===== config.mk =====
export PLATFORM = sky130hd
export DESIGN_NAME = conv1d_job_sequencer
export DESIGN_NICKNAME = d
export VERILOG_FILES = /design/src/rtl/conv1d_seq_pkg.sv /design/src/rtl/conv1d_job_sequencer.sv
export SDC_FILE = /design/constraint.sdc
export NUM_CORES = 1
export LEC_CHECK = 0
export ABC_AREA = 1
export BUFFER_PORTS_ARGS = -buffer_cell sky130_fd_sc_hd__buf_2
export CAP_MARGIN = 20
export CORE_AREA = 2 2 167 169
export CTS_CLUSTER_DIAMETER = 80
export DETAILED_ROUTE_END_ITERATION = 8
export DIE_AREA = 0 0 169 171
export GPL_TIMING_DRIVEN = 0
export MAX_ROUTING_LAYER = met4
export PLACE_DENSITY = 0.79
export SKIP_LAST_GASP = 1
export SLEW_MARGIN = 20
export SYNTH_ARGS = -nofsm -noshare
export SYNTH_HDL_FRONTEND = slang
export SYNTH_SLANG_ARGS = --single-unit

===== constraint.sdc =====
create_clock -name clk -period 8.1 [get_ports clk]
set_input_delay 0.81 -clock clk [delete_from_list [all_inputs] [get_ports clk]]
set_output_delay 0.81 -clock clk [all_outputs]
set_load 0.03 [all_outputs]

===== src/rtl/conv1d_seq_pkg.sv =====
// Shared definitions for the conv1d job sequencer: CFU command codes,
// sequencer states, the layer-configuration record and the CFG command table.
package conv1d_seq_pkg;

  localparam int INT32_W = 32;

  // conv1d CFU command codes
  localparam logic [6:0] CMD_SET_INPUT_OFFSET = 7'd3;
  localparam logic [6:0] CMD_SET_INPUT_DEPTH  = 7'd5;
  localparam logic [6:0] CMD_START            = 7'd6;
  localparam logic [6:0] CMD_GET_RESULT       = 7'd7;
  localparam logic [6:0] CMD_SET_START_X      = 7'd8;
  localparam logic [6:0] CMD_POLL             = 7'd9;
  localparam logic [6:0] CMD_SET_BIAS         = 7'd12;
  localparam logic [6:0] CMD_SET_OUT_MULT     = 7'd13;
  localparam logic [6:0] CMD_SET_OUT_SHIFT    = 7'd14;
  localparam logic [6:0] CMD_SET_ACT_MIN      = 7'd15;
  localparam logic [6:0] CMD_SET_ACT_MAX      = 7'd16;
  localparam logic [6:0] CMD_SET_OUT_OFFSET   = 7'd17;
  localparam logic [6:0] CMD_NOP              = 7'd19;

  // Layer configuration is pushed to conv1d as seven consecutive commands.
  localparam int CFG_STEPS = 7;
  localparam logic [0:CFG_STEPS-1][6:0] CFG_CMD_TABLE = {
    CMD_SET_INPUT_OFFSET, CMD_SET_INPUT_DEPTH, CMD_SET_OUT_MULT,
    CMD_SET_OUT_SHIFT,    CMD_SET_ACT_MIN,     CMD_SET_ACT_MAX,
    CMD_SET_OUT_OFFSET
  };

  typedef enum logic [3:0] {
    IDLE, CFG, JB, JX, ST, POLL, RD, RW, OUT
  } state_t;

  typedef struct packed {
    logic [INT32_W-1:0] input_offset;
    logic [INT32_W-1:0] input_depth;
    logic [INT32_W-1:0] out_mult;
    logic [INT32_W-1:0] out_shift;
    logic [INT32_W-1:0] act_min;
    logic [INT32_W-1:0] act_max;
    logic [INT32_W-1:0] out_offset;
  } cfg_t;

  // Operand that accompanies CFG_CMD_TABLE[step].
  function automatic logic [INT32_W-1:0] cfg_field(input cfg_t c, input logic [2:0] step);
    case (step)
      3'd0:    return c.input_offset;
      3'd1:    return c.input_depth;
      3'd2:    return c.out_mult;
      3'd3:    return c.out_shift;
      3'd4:    return c.act_min;
      3'd5:    return c.act_max;
      3'd6:    return c.out_offset;
      default: return '0;
    endcase
  endfunction

endpackage


===== src/rtl/conv1d_job_sequencer.sv =====
// Drives the conv1d CFU command port on its own: loads the layer config once,
// then for each job sets bias and start column, starts, polls for done and
// returns the quantised result over a valid/ready handshake.
module conv1d_job_sequencer
  import conv1d_seq_pkg::*;
#(
  parameter int INT32_SIZE     = INT32_W,
  parameter int TIMEOUT_CYCLES = 4096,
  parameter int MAX_DEPTH      = 128
) (
  input  logic                  clk,
  input  logic                  rst_n,
  input  logic                  cfg_valid,
  output logic                  cfg_ready,
  input  logic [INT32_SIZE-1:0] cfg_input_offset,
  input  logic [INT32_SIZE-1:0] cfg_input_depth,
  input  logic [INT32_SIZE-1:0] cfg_out_mult,
  input  logic [INT32_SIZE-1:0] cfg_out_shift,
  input  logic [INT32_SIZE-1:0] cfg_act_min,
  input  logic [INT32_SIZE-1:0] cfg_act_max,
  input  logic [INT32_SIZE-1:0] cfg_out_offset,
  input  logic                  job_valid,
  output logic                  job_ready,
  input  logic [INT32_SIZE-1:0] job_start_x,
  input  logic [INT32_SIZE-1:0] job_bias,
  output logic                  res_valid,
  input  logic                  res_ready,
  output logic [INT32_SIZE-1:0] res_data,
  output logic                  busy,
  output logic                  cfg_err,
  output logic                  timeout_err,
  output logic                  conv_en,
  output logic [6:0]            conv_cmd,
  output logic [INT32_SIZE-1:0] conv_inp0,
  output logic [INT32_SIZE-1:0] conv_inp1,
  input  logic [INT32_SIZE-1:0] conv_ret
);

  localparam int TMR_W = $clog2(TIMEOUT_CYCLES + 1);

  state_t                state_q, state_d;
  logic [2:0]            step_q, step_d;
  logic [TMR_W-1:0]      tmr_q, tmr_d;
  logic                  cfg_loaded_q, cfg_loaded_d;
  logic                  cfg_err_q, cfg_err_d;
  logic                  timeout_err_q, timeout_err_d;
  logic                  conv_en_q;
  logic                  res_valid_q, res_valid_d;
  logic [INT32_SIZE-1:0] res_data_q, res_data_d;
  cfg_t                  cfg_q, cfg_d;
  logic [INT32_SIZE-1:0] bias_q, bias_d;
  logic [INT32_SIZE-1:0] start_x_q, start_x_d;

  logic                  cfg_accept, job_accept, depth_bad;
  logic [6:0]            conv_cmd_c;
  logic [INT32_SIZE-1:0] conv_inp1_c;

  // conv_en_q doubles as "out of reset": handshakes stay closed while rst_n is low.
  assign cfg_ready  = conv_en_q && (state_q == IDLE);
  assign job_ready  = cfg_ready && cfg_loaded_q && !cfg_valid;
  assign cfg_accept = cfg_ready && cfg_valid;
  assign job_accept = job_ready && job_valid;
  assign depth_bad  = (cfg_input_depth == '0) ||
                      (cfg_input_depth > INT32_SIZE'(MAX_DEPTH));

  // Next-state, command issue and status updates.
  always_comb begin
    // NOTE: every signal gets a default first so no path leaves it unassigned (no latch).
    state_d       = state_q;
    step_d        = step_q;
    tmr_d         = tmr_q;
    cfg_loaded_d  = cfg_loaded_q;
    cfg_err_d     = cfg_err_q;
    timeout_err_d = timeout_err_q;
    res_valid_d   = res_valid_q;
    res_data_d    = res_data_q;
    cfg_d         = cfg_q;
    bias_d        = bias_q;
    start_x_d     = start_x_q;
    conv_cmd_c    = CMD_NOP;
    conv_inp1_c   = '0;

    case (state_q)
      IDLE: begin
        if (cfg_accept) begin
          cfg_d = '{input_offset: cfg_input_offset, input_depth: cfg_input_depth,
                    out_mult: cfg_out_mult, out_shift: cfg_out_shift,
                    act_min: cfg_act_min, act_max: cfg_act_max,
                    out_offset: cfg_out_offset};
          cfg_loaded_d = 1'b0;
          if (depth_bad) begin
            cfg_err_d = 1'b1;
          end else begin
            step_d  = '0;
            state_d = CFG;
          end
        end else if (job_accept) begin
          bias_d    = job_bias;
          start_x_d = job_start_x;
          state_d   = JB;
        end
      end
      CFG: begin
        conv_cmd_c  = CFG_CMD_TABLE[step_q];
        conv_inp1_c = cfg_field(cfg_q, step_q);
        if (step_q == 3'(CFG_STEPS - 1)) begin
          cfg_loaded_d = 1'b1;
          state_d      = IDLE;
        end else begin
          step_d = step_q + 3'd1;
        end
      end
      JB: begin
        conv_cmd_c  = CMD_SET_BIAS;
        conv_inp1_c = bias_q;
        state_d     = JX;
      end
      JX: begin
        conv_cmd_c  = CMD_SET_START_X;
        conv_inp1_c = start_x_q;
        state_d     = ST;
      end
      ST: begin
        conv_cmd_c = CMD_START;
        tmr_d      = '0;
        state_d    = POLL;
      end
      POLL: begin
        conv_cmd_c = CMD_POLL;
        tmr_d      = tmr_q + TMR_W'(1);
        // The first POLL cycle still sees the ret of the start command.
        if ((tmr_q != '0) && conv_ret[0]) begin
          state_d = RD;
        end else if (tmr_q == TMR_W'(TIMEOUT_CYCLES - 1)) begin
          timeout_err_d = 1'b1;
          state_d       = IDLE;
        end
      end
      RD: begin
        conv_cmd_c = CMD_GET_RESULT;
        state_d    = RW;
      end
      RW: begin
        res_data_d  = conv_ret;
        res_valid_d = 1'b1;
        state_d     = OUT;
      end
      OUT: begin
        if (res_ready) begin
          res_valid_d = 1'b0;
          state_d     = IDLE;
        end
      end
      default: state_d = IDLE;
    endcase
  end

  // Control and status registers with synchronous active-low reset.
  always_ff @(posedge clk) begin
    // NOTE: non-blocking assignments so every flop samples pre-edge values.
    if (!rst_n) begin
      state_q       <= IDLE;
      step_q        <= '0;
      tmr_q         <= '0;
      cfg_loaded_q  <= 1'b0;
      cfg_err_q     <= 1'b0;
      timeout_err_q <= 1'b0;
      conv_en_q     <= 1'b0;
      res_valid_q   <= 1'b0;
      res_data_q    <= '0;
    end else begin
      state_q       <= state_d;
      step_q        <= step_d;
      tmr_q         <= tmr_d;
      cfg_loaded_q  <= cfg_loaded_d;
      cfg_err_q     <= cfg_err_d;
      timeout_err_q <= timeout_err_d;
      conv_en_q     <= 1'b1;
      res_valid_q   <= res_valid_d;
      res_data_q    <= res_data_d;
    end
  end

  // Captured operands; only read in states entered after a capture.
  always_ff @(posedge clk) begin
    // NOTE: pure data holding registers are not reset; control state guards their use.
    cfg_q     <= cfg_d;
    bias_q    <= bias_d;
    start_x_q <= start_x_d;
  end

  assign busy        = (state_q != IDLE);
  assign cfg_err     = cfg_err_q;
  assign timeout_err = timeout_err_q;
  assign conv_en     = conv_en_q;
  assign conv_cmd    = conv_cmd_c;
  assign conv_inp0   = '0;
  assign conv_inp1   = conv_inp1_c;
  assign res_valid   = res_valid_q;
  assign res_data    = res_data_q;

endmodule


### Word level (Yosys, flattened, before mapping)

Memories as Yosys holds them, arrays and structs flattened.
Cells that the tools add are included.
Widths: inputs -> output; s select.

* flip-flop bits (word level): 345
* ROM bits: 56
* bits of input ports: 325
* output and inout bits: 110
* logic and storage cells: 97
* memories kept: 1

Memory list
* (no name shown): depth 8, bits a word 7, rd ports 1, clocked after memory_dff 0, wr ports 0, line conv1d_job_sequencer.sv:104 `conv_cmd_c = CFG_CMD_TABLE[step_q];`

* add/subtract/negate cells: 2
* order comparisons: 2
* equality and inequality tests: 23
* multiplexer cells: 24
* bitwise operators: 3
* reduce and logical (&&, ||, !) cells: 24

Operators by type and width (number)
* $pmux 32 s7: 1
* $pmux 32 s3: 1
* $pmux 7 s6: 1
* $pmux 4 s9: 1
* $gt 32x8->1 const B: 1
* $logic_not 32->1: 1
* $mux 4: 7
* $pmux 13 s2: 1
* $eq 4x3->1 const B: 4
* $mux 7: 2
* $add 13x1->13 const B: 1
* $eq 13x12->1 const B: 1
* $reduce_bool 13->1: 1
* $reduce_and 3->1: 4
* $ne 2x2->1 const B: 5
* $eq 3x3->1 const B: 3
* $mux 3: 3
* $ne 3x3->1 const B: 3
* $eq 4x2->1 const B: 2
* $eq 3x2->1 const B: 2
* $logic_and 1x1->1: 6
* $pmux 3 s2: 1
* $reduce_bool 2->1: 3
* $reduce_and 5->1: 1
* 16 further kinds: 22

### Longest topological paths before layout

Gate-level depths: netlist of the first run.

* depth in word-level cells: 8
* gate-level depth with buffers: 11
* mapped depth without buffers: 10

### Worst setup path before layout of the first run

No wires, ideal clock.

* path type: input-to-reg
* start point: input port cfg_valid
* end point: register state_q[0]
* library setup time: 0.132 ns
* arrival time: 7.393 ns
* required time: 7.968 ns
* slack: 0.575 ns
* stages: 5
* path buffers: 0
* path through: inv_1 -> nor2_2 -> nand2_1 -> nand4_1 -> a21oi_1

* longest elaborated chain between the ends: 5
* elaborated cells on any way between the ends: 9
* classes of those cells: eq/ne (2); mux (2); reduce/logical (5)

Ends and longest elaborated chain
* from (decl): line conv1d_job_sequencer.sv:13 `input logic cfg_valid,`
* $logic_not 1->1: line conv1d_job_sequencer.sv:60 `assign job_ready = cfg_ready && cfg_loaded_q && !cfg_valid;`
* $logic_and 1x1->1: line conv1d_job_sequencer.sv:60
* $logic_and 1x1->1: line conv1d_job_sequencer.sv:62 `assign job_accept = job_ready && job_valid;`
* $ne 3x3->1 (no source line)
* $reduce_and 5->1 (no source line)
* to (signal assigned): line conv1d_job_sequencer.sv:172 `state_q <= state_d;`
* to (decl): line conv1d_job_sequencer.sv:41 `state_t state_q, state_d;`

Several ways; a longest one is shown, not always the timed one.
A chain may end at the register's enable or synchronous reset.

### Worst setup path after layout of the first run

* start point: register step_q[0]
* end point: output port conv_inp1[5]

* longest elaborated chain between the ends: 3
* elaborated cells on any way between the ends: 9
* classes of those cells: eq/ne (6); mux (2); reduce/logical (1)

Ends and longest elaborated chain
* from (decl): line conv1d_job_sequencer.sv:42 `logic [2:0] step_q, step_d;`
* from (signal assigned): line conv1d_job_sequencer.sv:173 `step_q <= step_d;`
* $eq 3x3->1, or another cell as far along: line conv1d_seq_pkg.sv:46 `case (step)`
* $pmux 32 s7 *: line conv1d_seq_pkg.sv:46
* $pmux 32 s3 *: line conv1d_job_sequencer.sv:83 `case (state_q)`
* to (decl): line conv1d_job_sequencer.sv:35 `output logic [INT32_SIZE-1:0] conv_inp1,`

Mark *: on every way between the ends. The rest lies on a longest branch, timed or not.

==> run_summary.xml, run 1 <==
<?xml version="1.0" encoding="UTF-8"?>
<metrics>
  <group name="run_status">
    <metric name="status" unit="">finished clean</metric>
  </group>
  <group name="timing">
    <metric name="finalCriticalPeriod" unit="ns">3.84</metric>
    <metric name="report.final.setup_viol" unit="">0</metric>
    <metric name="worst_slew_margin_rel" unit="%">45.2</metric>
    <metric name="final_hold_viol_count" unit="">0</metric>
    <metric name="final_min_period_over_clock_period" unit="%">47.4</metric>
    <metric name="rsz0062_at_grt" unit="">false</metric>
    <metric name="timing_worst_slew_pin_value" unit="ns">0.823</metric>
    <metric name="final.setup_skew" unit="ns">0.0141</metric>
    <metric name="maxSlewViolCount" unit="">0</metric>
    <metric name="fin_worst_hold_slack" unit="ns">0.424</metric>
    <metric name="achievable-frequency" unit="MHz">260</metric>
  </group>
  <group name="logic_synthesis">
    <metric name="cell_with_the_most_instances_after_synthesis" unit="">sky130_fd_sc_hd__nand2_1</metric>
    <metric name="yosys-top-cells-area" unit="">sky130_fd_sc_hd__edfxtp_1 (64%), sky130_fd_sc_hd__nand2_1 (9.1%), sky130_fd_sc_hd__dfxtp_1 (8.4%)</metric>
    <metric name="synthTopCellsByCount" unit="">sky130_fd_sc_hd__nand2_1 (331), sky130_fd_sc_hd__edfxtp_1 (288), sky130_fd_sc_hd__nor2_1 (112)</metric>
    <metric name="synth_seq_area_share" unit="%">72.0</metric>
    <metric name="synthDominantCellAreaShare" unit="%">63.6</metric>
    <metric name="synth-warning-count" unit="">0</metric>
    <metric name="yosysTopAreaCell" unit="">sky130_fd_sc_hd__edfxtp_1</metric>
    <metric name="netlist_instances" unit="">1167</metric>
    <metric name="synth.ff_latch_count" unit="">345</metric>
    <metric name="synthArstFlopShare" unit="%">0</metric>
    <metric name="synthesis.area" unit="um^2">13600</metric>
    <metric name="dominantRegCellSynth" unit="">sky130_fd_sc_hd__edfxtp_1</metric>
    <metric name="post_synth_num_cell_types" unit="">31</metric>
    <metric name="synth_edf_count" unit="">288</metric>
    <metric name="avgSynthCellArea" unit="um^2">11.7</metric>
  </group>
  <group name="drt">
    <metric name="post-route-drc-count" unit="">0</metric>
    <metric name="dr.pass1.iters" unit="">5</metric>
    <metric name="drt_iter0_drc" unit="">978</metric>
    <metric name="post_drt_via_cell_ratio" unit="">5.28</metric>
    <metric name="antenna_left" unit="">0</metric>
    <metric name="drt-total-wl" unit="um">41800</metric>
    <metric name="vias" unit="">10787</metric>
    <metric name="routed_wire_length_per_instance" unit="um">20.5</metric>
  </group>
  <group name="clocking">
    <metric name="numCtsBuffers" unit="">36</metric>
    <metric name="cts.reportedPaths.clkPinSlew" unit="ns">0.06</metric>
    <metric name="cts_num_sinks" unit="">345</metric>
    <metric name="h-tree-depth" unit="">2</metric>
    <metric name="clock_latency" unit="ns">0.51</metric>
    <metric name="cts_resized" unit="">0</metric>
    <metric name="cts.path.max_buffers" unit="">3</metric>
    <metric name="cts.root.buffer_cell" unit="">sky130_fd_sc_hd__clkbuf_16</metric>
    <metric name="clock_tree_from_tritoncts" unit="">yes</metric>
    <metric name="postCtsHoldBufs" unit="">0</metric>
    <metric name="post_cts_setup_buffer_count" unit="">0</metric>
  </group>
  <group name="floorplan">
    <metric name="design.die.area" unit="um^2">28900</metric>
    <metric name="io_pins" unit="">435</metric>
    <metric name="die_h" unit="um">171</metric>
    <metric name="initial_utilization" unit="%">49.8</metric>
    <metric name="rows" unit="">61</metric>
    <metric name="core-area" unit="um^2">27300</metric>
    <metric name="dieWidth" unit="um">169</metric>
  </group>
  <group name="place">
    <metric name="hpwl_reported_at_the_end_of_detailed_placement" unit="um">31000</metric>
    <metric name="postPlaceCellArea" unit="um^2">16400</metric>
    <metric name="dp_cells" unit="">1956</metric>
    <metric name="io_buffer_count" unit="">400</metric>
    <metric name="routabilityCongestion" unit="">0.919</metric>
  </group>
  <group name="setup_path">
    <metric name="crit_path_top_delay_cell" unit="">sky130_fd_sc_hd__clkbuf_1</metric>
    <metric name="critical_path.endpoint_type" unit="">primary output</metric>
    <metric name="worstSetupPathType" unit="">register to primary output</metric>
    <metric name="worst_path_required" unit="ns">7.29</metric>
    <metric name="crit_path_max_incr_delay" unit="ns">0.64</metric>
    <metric name="path_cells" unit="">ha_1, ha_1, clkbuf_1, clkbuf_1, a221oi_1, nand2_1, nand2_1, nand3_1, buf_2</metric>
    <metric name="path_delay_family" unit="">buffers and inverters</metric>
    <metric name="wp_data_arrival" unit="ns">3.03</metric>
    <metric name="critPathMaxFanout" unit="">10</metric>
    <metric name="critPathBufInv" unit="">3</metric>
    <metric name="worstSetupStartpointType" unit="">register</metric>
  </group>
  <group name="power_and_ir_drop">
    <metric name="static-leakage-power" unit="uW">0.00742</metric>
    <metric name="p_int" unit="uW">3200</metric>
    <metric name="post-layout-total-power" unit="uW">4260</metric>
    <metric name="power.net_switching" unit="uW">1060</metric>
    <metric name="netSwitchingFraction" unit="%">24.9</metric>
    <metric name="power_density" unit="nW/um^2">241</metric>
    <metric name="combinationalPowerShare" unit="%">12.5</metric>
    <metric name="worst_ir_drop_vdd" unit="mV">0.164</metric>
    <metric name="clkPwrFrac" unit="%">39.4</metric>
    <metric name="power.share.sequential" unit="%">48.1</metric>
  </group>
  <group name="hold_path">
    <metric name="hold_class" unit="">primary input to register</metric>
  </group>
  <group name="global_routing">
    <metric name="overflow" unit="">0</metric>
    <metric name="grt_first_pass_wirelength" unit="um">59000</metric>
    <metric name="grt_antenna_before_repair" unit="">22</metric>
    <metric name="grt_max_degree" unit="">35</metric>
    <metric name="grt_util_all_layers" unit="%">28.7</metric>
    <metric name="first_global_vias" unit="">10400</metric>
  </group>
  <group name="cells_and_area">
    <metric name="layout-area-overhead-vs-synth" unit="%">29.7</metric>
    <metric name="post_layout_nonfiller_instances" unit="">2042</metric>
    <metric name="layout.cell_area.non_filler" unit="um^2">17700</metric>
    <metric name="net_total_in_the_final_layout" unit="">1982</metric>
    <metric name="drive_gt1_share" unit="%">32.5</metric>
  </group>
  <group name="job">
    <metric name="drv.max_cap_violation_count" unit="">0</metric>
  </group>
</metrics>
-- cells in the final DEF (no fill, tap or decap), types with 8 or more instances in the layout --
cell,count
sky130_fd_sc_hd__buf_2,429
sky130_fd_sc_hd__nand2_1,331
sky130_fd_sc_hd__edfxtp_1,288
sky130_fd_sc_hd__nor2_1,112
sky130_fd_sc_hd__nand3_1,74
sky130_fd_sc_hd__o21ai_0,72
sky130_fd_sc_hd__dfxtp_1,57
sky130_fd_sc_hd__inv_1,42
sky130_fd_sc_hd__clkbuf_16,38
sky130_fd_sc_hd__buf_4,37
sky130_fd_sc_hd__conb_1,34
sky130_fd_sc_hd__nand4_1,25
sky130_fd_sc_hd__a21oi_1,22
sky130_fd_sc_hd__diode_2,21
sky130_fd_sc_hd__clkbuf_1,21
sky130_fd_sc_hd__ha_1,9
sky130_fd_sc_hd__a22o_1,8
-- worst register-to-register path: cells and delay by family (launching register included) --
kind	cells	cell delay (ns)
buffers and inverters	3	0.53
flip-flops	1	0.39
AO/OA/AOI/OAI	1	0.14
AND/OR/NAND/NOR	6	0.97
-- flip-flops by register name, summed over array words and instances (netlist names) --
register      count
state_q           4
cfg_loaded_q      1
start_x_q        32
cfg_q           224
conv_en           1
res_valid         1
timeout_err       1
step_q            3
res_data         32
cfg_err           1
bias_q           32
tmr_q            13
-- cells by family after synthesis --
kind of cell / synth area share (%)
flip-flops: 72.0
other: 0.0276
AND/OR/NAND/NOR: 16.7
adder cells (fa/ha/maj): 0.828
buffers and inverters: 4.82
AO/OA/AOI/OAI: 5.71
-- power by group through the flow --
stage	combinational [uW]	clock, uW	sequential (uW)
after floorplan	280	0	2100
after global placement	490	0	2110
after detailed placement	527	0	2080
after CTS	529	1690	2050
after global routing	572	1760	2050
final	531	1680	2050
-- per-stage QoR --
stage | TNS, ns | worst slack [ns] | util (%)
after CTS | 0 | 4.22 | 64.4
final | 0 | 4.26 | 64.6
after floorplan | 0 | 0.575 | -
after global routing | 0 | 4.02 | 64.6
after detailed placement | 0 | 4.77 | 60.0
after global placement | -302.72 | -2.12 | 59.2
-- cell type report --
cell class	instances	area, um^2
antenna	21	52.6
multi-input combinational	727	3290
timing repair buffer	410	2230
clock buffer	47	996
sequential	345	9790
tap	346	433
clock inverter	18	201
buffer	80	475
fill	2097	9670
inverter	48	183
-- worst paths after layout --
| path | from | endpoint | slack (ns) | cells after the start |
|---|---|---|---|---|
| worst max-delay path | step_q[0] | conv_inp1[5] | 4.26 | 9 |
| worst min-delay path | rst_n | conv_en | 0.42 | 1 |
| worst max register to register | state_q[0] | step_q[0] | 5.95 | 10 |
| worst min register to register | cfg_err | cfg_err | 0.46 | 2 |
-- layer usage --
layer / global-route usage (%) / part of all wire [%] / up-vias
li1: - / - / 4990
met1: 32.4 / 36 / 5016
met2: 49.4 / 50 / 659
met3: 6.41 / 9.3 / 122
met4: 12.7 / 4.3 / 0
met5: - / 0 / -
(Power assumes the default switching activity.)
==> run 2, diff against run 1 <==
==> constraint.sdc (replaced) <==
create_clock -name clk -period 3.57 [get_ports clk]
set_input_delay 0.357 -clock clk [delete_from_list [all_inputs] [get_ports clk]]
set_output_delay 0.357 -clock clk [all_outputs]
set_load 0.03 [all_outputs]
==> run 2 against run 1 <==
  * Via count is 1.3% lower
  * Final cell count is 0.24% lower
  * Power is 120% higher
  * Critical path type unchanged
  * Largest cell class unchanged
==> run_summary.xml, run 2 (synthesized netlist as in run 1, its figures left out) <==
<?xml version="1.0" encoding="UTF-8"?>
<metrics>
  <group name="timing">
    <metric name="achievable-frequency" unit="MHz">305</metric>
    <metric name="postLayoutSetupSlackWorst" unit="ns">0.293</metric>
    <metric name="final_min_period_over_clock_period" unit="%">91.8</metric>
    <metric name="finalCriticalPeriod" unit="ns">3.28</metric>
    <metric name="maxSlewViolCount" unit="">0</metric>
    <metric name="timing_worst_slew_pin_value" unit="ns">0.897</metric>
    <metric name="final.setup_skew" unit="ns">0.0195</metric>
    <metric name="final_hold_viol_count" unit="">0</metric>
    <metric name="final.setup.tns" unit="ns">0</metric>
    <metric name="worst_slew_margin_rel" unit="%">40.2</metric>
    <metric name="report.final.setup_viol" unit="">0</metric>
    <metric name="rsz0062_at_grt" unit="">false</metric>
  </group>
  <group name="drt">
    <metric name="vias" unit="">10648</metric>
    <metric name="post_drt_via_cell_ratio" unit="">5.23</metric>
    <metric name="dr.pass1.iters" unit="">5</metric>
    <metric name="antenna_left" unit="">0</metric>
    <metric name="drt-total-wl" unit="um">40700</metric>
    <metric name="routed_wire_length_per_instance" unit="um">20.0</metric>
    <metric name="drt_iter0_drc" unit="">934</metric>
    <metric name="post-route-drc-count" unit="">0</metric>
  </group>
  <group name="global_routing">
    <metric name="grt_first_pass_wirelength" unit="um">58500</metric>
    <metric name="overflow" unit="">0</metric>
    <metric name="grt_antenna_before_repair" unit="">13</metric>
    <metric name="first_global_vias" unit="">10452</metric>
    <metric name="grt_util_all_layers" unit="%">28.4</metric>
    <metric name="grt_max_degree" unit="">39</metric>
  </group>
  <group name="power_and_ir_drop">
    <metric name="power_density" unit="nW/um^2">539</metric>
    <metric name="power.net_switching" unit="uW">2360</metric>
    <metric name="power.share.sequential" unit="%">48.9</metric>
    <metric name="combinationalPowerShare" unit="%">12.6</metric>
    <metric name="netSwitchingFraction" unit="%">24.8</metric>
    <metric name="static-leakage-power" unit="uW">0.00743</metric>
    <metric name="worst_ir_drop_vdd" unit="mV">0.499</metric>
    <metric name="clkPwrFrac" unit="%">38.5</metric>
    <metric name="p_int" unit="uW">7150</metric>
  </group>
  <group name="cells_and_area">
    <metric name="layout-area-overhead-vs-synth" unit="%">29.6</metric>
    <metric name="layout.cells.most_common_list" unit="">sky130_fd_sc_hd__buf_2 (429), sky130_fd_sc_hd__nand2_1 (331), sky130_fd_sc_hd__edfxtp_1 (288)</metric>
    <metric name="net_total_in_the_final_layout" unit="">1985</metric>
    <metric name="largest-register" unit="">cfg_q</metric>
    <metric name="num-fill-cells" unit="">2064</metric>
    <metric name="layout_commonest_cell" unit="">sky130_fd_sc_hd__buf_2</metric>
    <metric name="share_of_the_core_filled_with_cells" unit="%">64.5</metric>
    <metric name="max_ffs_per_register" unit="">224</metric>
    <metric name="drive_gt1_share" unit="%">33.0</metric>
  </group>
  <group name="hold_path">
    <metric name="hold-path-cell-count" unit="">1</metric>
    <metric name="hold_class" unit="">primary input to register</metric>
  </group>
  <group name="place">
    <metric name="detailedPlace.worstSlack" unit="ns">0.618</metric>
    <metric name="hpwl_reported_at_the_end_of_detailed_placement" unit="um">30300</metric>
    <metric name="io_buffer_count" unit="">400</metric>
    <metric name="routabilityCongestion" unit="">0.884</metric>
  </group>
  <group name="job">
    <metric name="drv.max_cap_violation_count" unit="">0</metric>
  </group>
  <group name="setup_path">
    <metric name="r2r_depth" unit="">6</metric>
    <metric name="critical_path.endpoint_type" unit="">primary output</metric>
    <metric name="worstSetupStartpointType" unit="">register</metric>
    <metric name="wp_data_arrival" unit="ns">2.92</metric>
    <metric name="critPathMaxFanout" unit="">10</metric>
    <metric name="worstSetupPathType" unit="">register to primary output</metric>
    <metric name="worst_path_required" unit="ns">3.21</metric>
  </group>
  <group name="run_status">
    <metric name="status" unit="">finished clean</metric>
  </group>
  <group name="clocking">
    <metric name="cts.path.max_buffers" unit="">3</metric>
    <metric name="cts.reportedPaths.clkPinSlew" unit="ns">0.06</metric>
    <metric name="cts_num_sinks" unit="">345</metric>
    <metric name="cts.root.buffer_cell" unit="">sky130_fd_sc_hd__clkbuf_16</metric>
    <metric name="numCtsBuffers" unit="">37</metric>
    <metric name="h-tree-depth" unit="">2</metric>
    <metric name="clock_tree_from_tritoncts" unit="">yes</metric>
    <metric name="clock_latency" unit="ns">0.51</metric>
  </group>
  <group name="floorplan">
    <metric name="core-area" unit="um^2">27300</metric>
    <metric name="rows" unit="">61</metric>
    <metric name="die_h" unit="um">171</metric>
    <metric name="dieWidth" unit="um">169</metric>
    <metric name="io_pins" unit="">435</metric>
    <metric name="design.die.area" unit="um^2">28900</metric>
    <metric name="initial_utilization" unit="%">49.8</metric>
  </group>
</metrics>
[run 2: cell count changes in the layout (fill, tap and decap cells not counted), sizes merged]
cell,delta
inv,+1
clkinvlp,+1
clkbuf,-2
dlygate4sd3,+2
clkinv,+2
bufinv,-1
diode,-8
[run 2: path summary, 6_finish.rpt]
path	startpoint	end	slack (ns)
worst max-delay path	step_q[0]	conv_inp1[25]	0.29
worst min register to register	cfg_err	cfg_err	0.46
worst min-delay path	cfg_out_shift[17]	cfg_q[113]	0.02
worst max register to register	state_q[3]	cfg_q[73]	1.46
[run 2: power groups by stage]
stage / Combinational, uW / Sequential (uW) / Clock (uW)
floorplan: 638 / 4740 / 0
global placement: 1110 / 4760 / 0
detailed placement: 1190 / 4730 / 0
CTS: 1200 / 4650 / 3710
global route: 1290 / 4660 / 3890
finish: 1200 / 4650 / 3660
[run 2: cell type report]
type	count	area, um^2	share of cell area, %
clock buffers	45	968	5.49
multi-input cells	727	3300	18.7
diodes	13	32.5	0.184
inverters	48	183	1.04
clock inverters	21	193	1.09
well taps	346	433	2.45
flip-flops and latches	345	9790	55.5
plain buffers	80	477	2.70
repair buffers	412	2250	12.8
[run 2: critical path, cell delays in order, from the launching register on]
cell	delay, ns
sky130_fd_sc_hd__dfxtp_1	0.42
sky130_fd_sc_hd__ha_1	0.20
sky130_fd_sc_hd__ha_1	0.15
sky130_fd_sc_hd__clkbuf_1	0.42
sky130_fd_sc_hd__clkbuf_1	0.52
sky130_fd_sc_hd__nand2_1	0.17
sky130_fd_sc_hd__nand4_1	0.13
sky130_fd_sc_hd__o21ai_0	0.10
sky130_fd_sc_hd__nand3_1	0.10
sky130_fd_sc_hd__buf_2	0.21
[run 2: what timing repair did]
item / CTS / global route
setup endpoints to repair: 0 / 1
gates resized for setup: 0 / 2
endpoints found under the hold margin: 1 / 1
buffers inserted: 0 / 0
hold buffers: 1 / 1
[run 2: per-layer routing]
metal	vias to the layer above	GRT usage [%]	routed length [um]
li1	4977	-	-
met1	5001	32.1	15000
met2	585	50.2	20900
met3	85	6.06	3520
met4	0	9.85	1280
met5	-	-	0
[run 2: stage by stage]
step                cell area [um^2]  instances  hold WS (ns)  power (uW)
floorplan                      13800       1200         0.385        5380
global placement               16200       1946         0.443        5870
detailed placement             16400       1956         0.445        5920
CTS                            17600       2023       0.00347        9550
global route                   17600       2036      -0.00133        9850
finish                         17600       2037        0.0166        9510
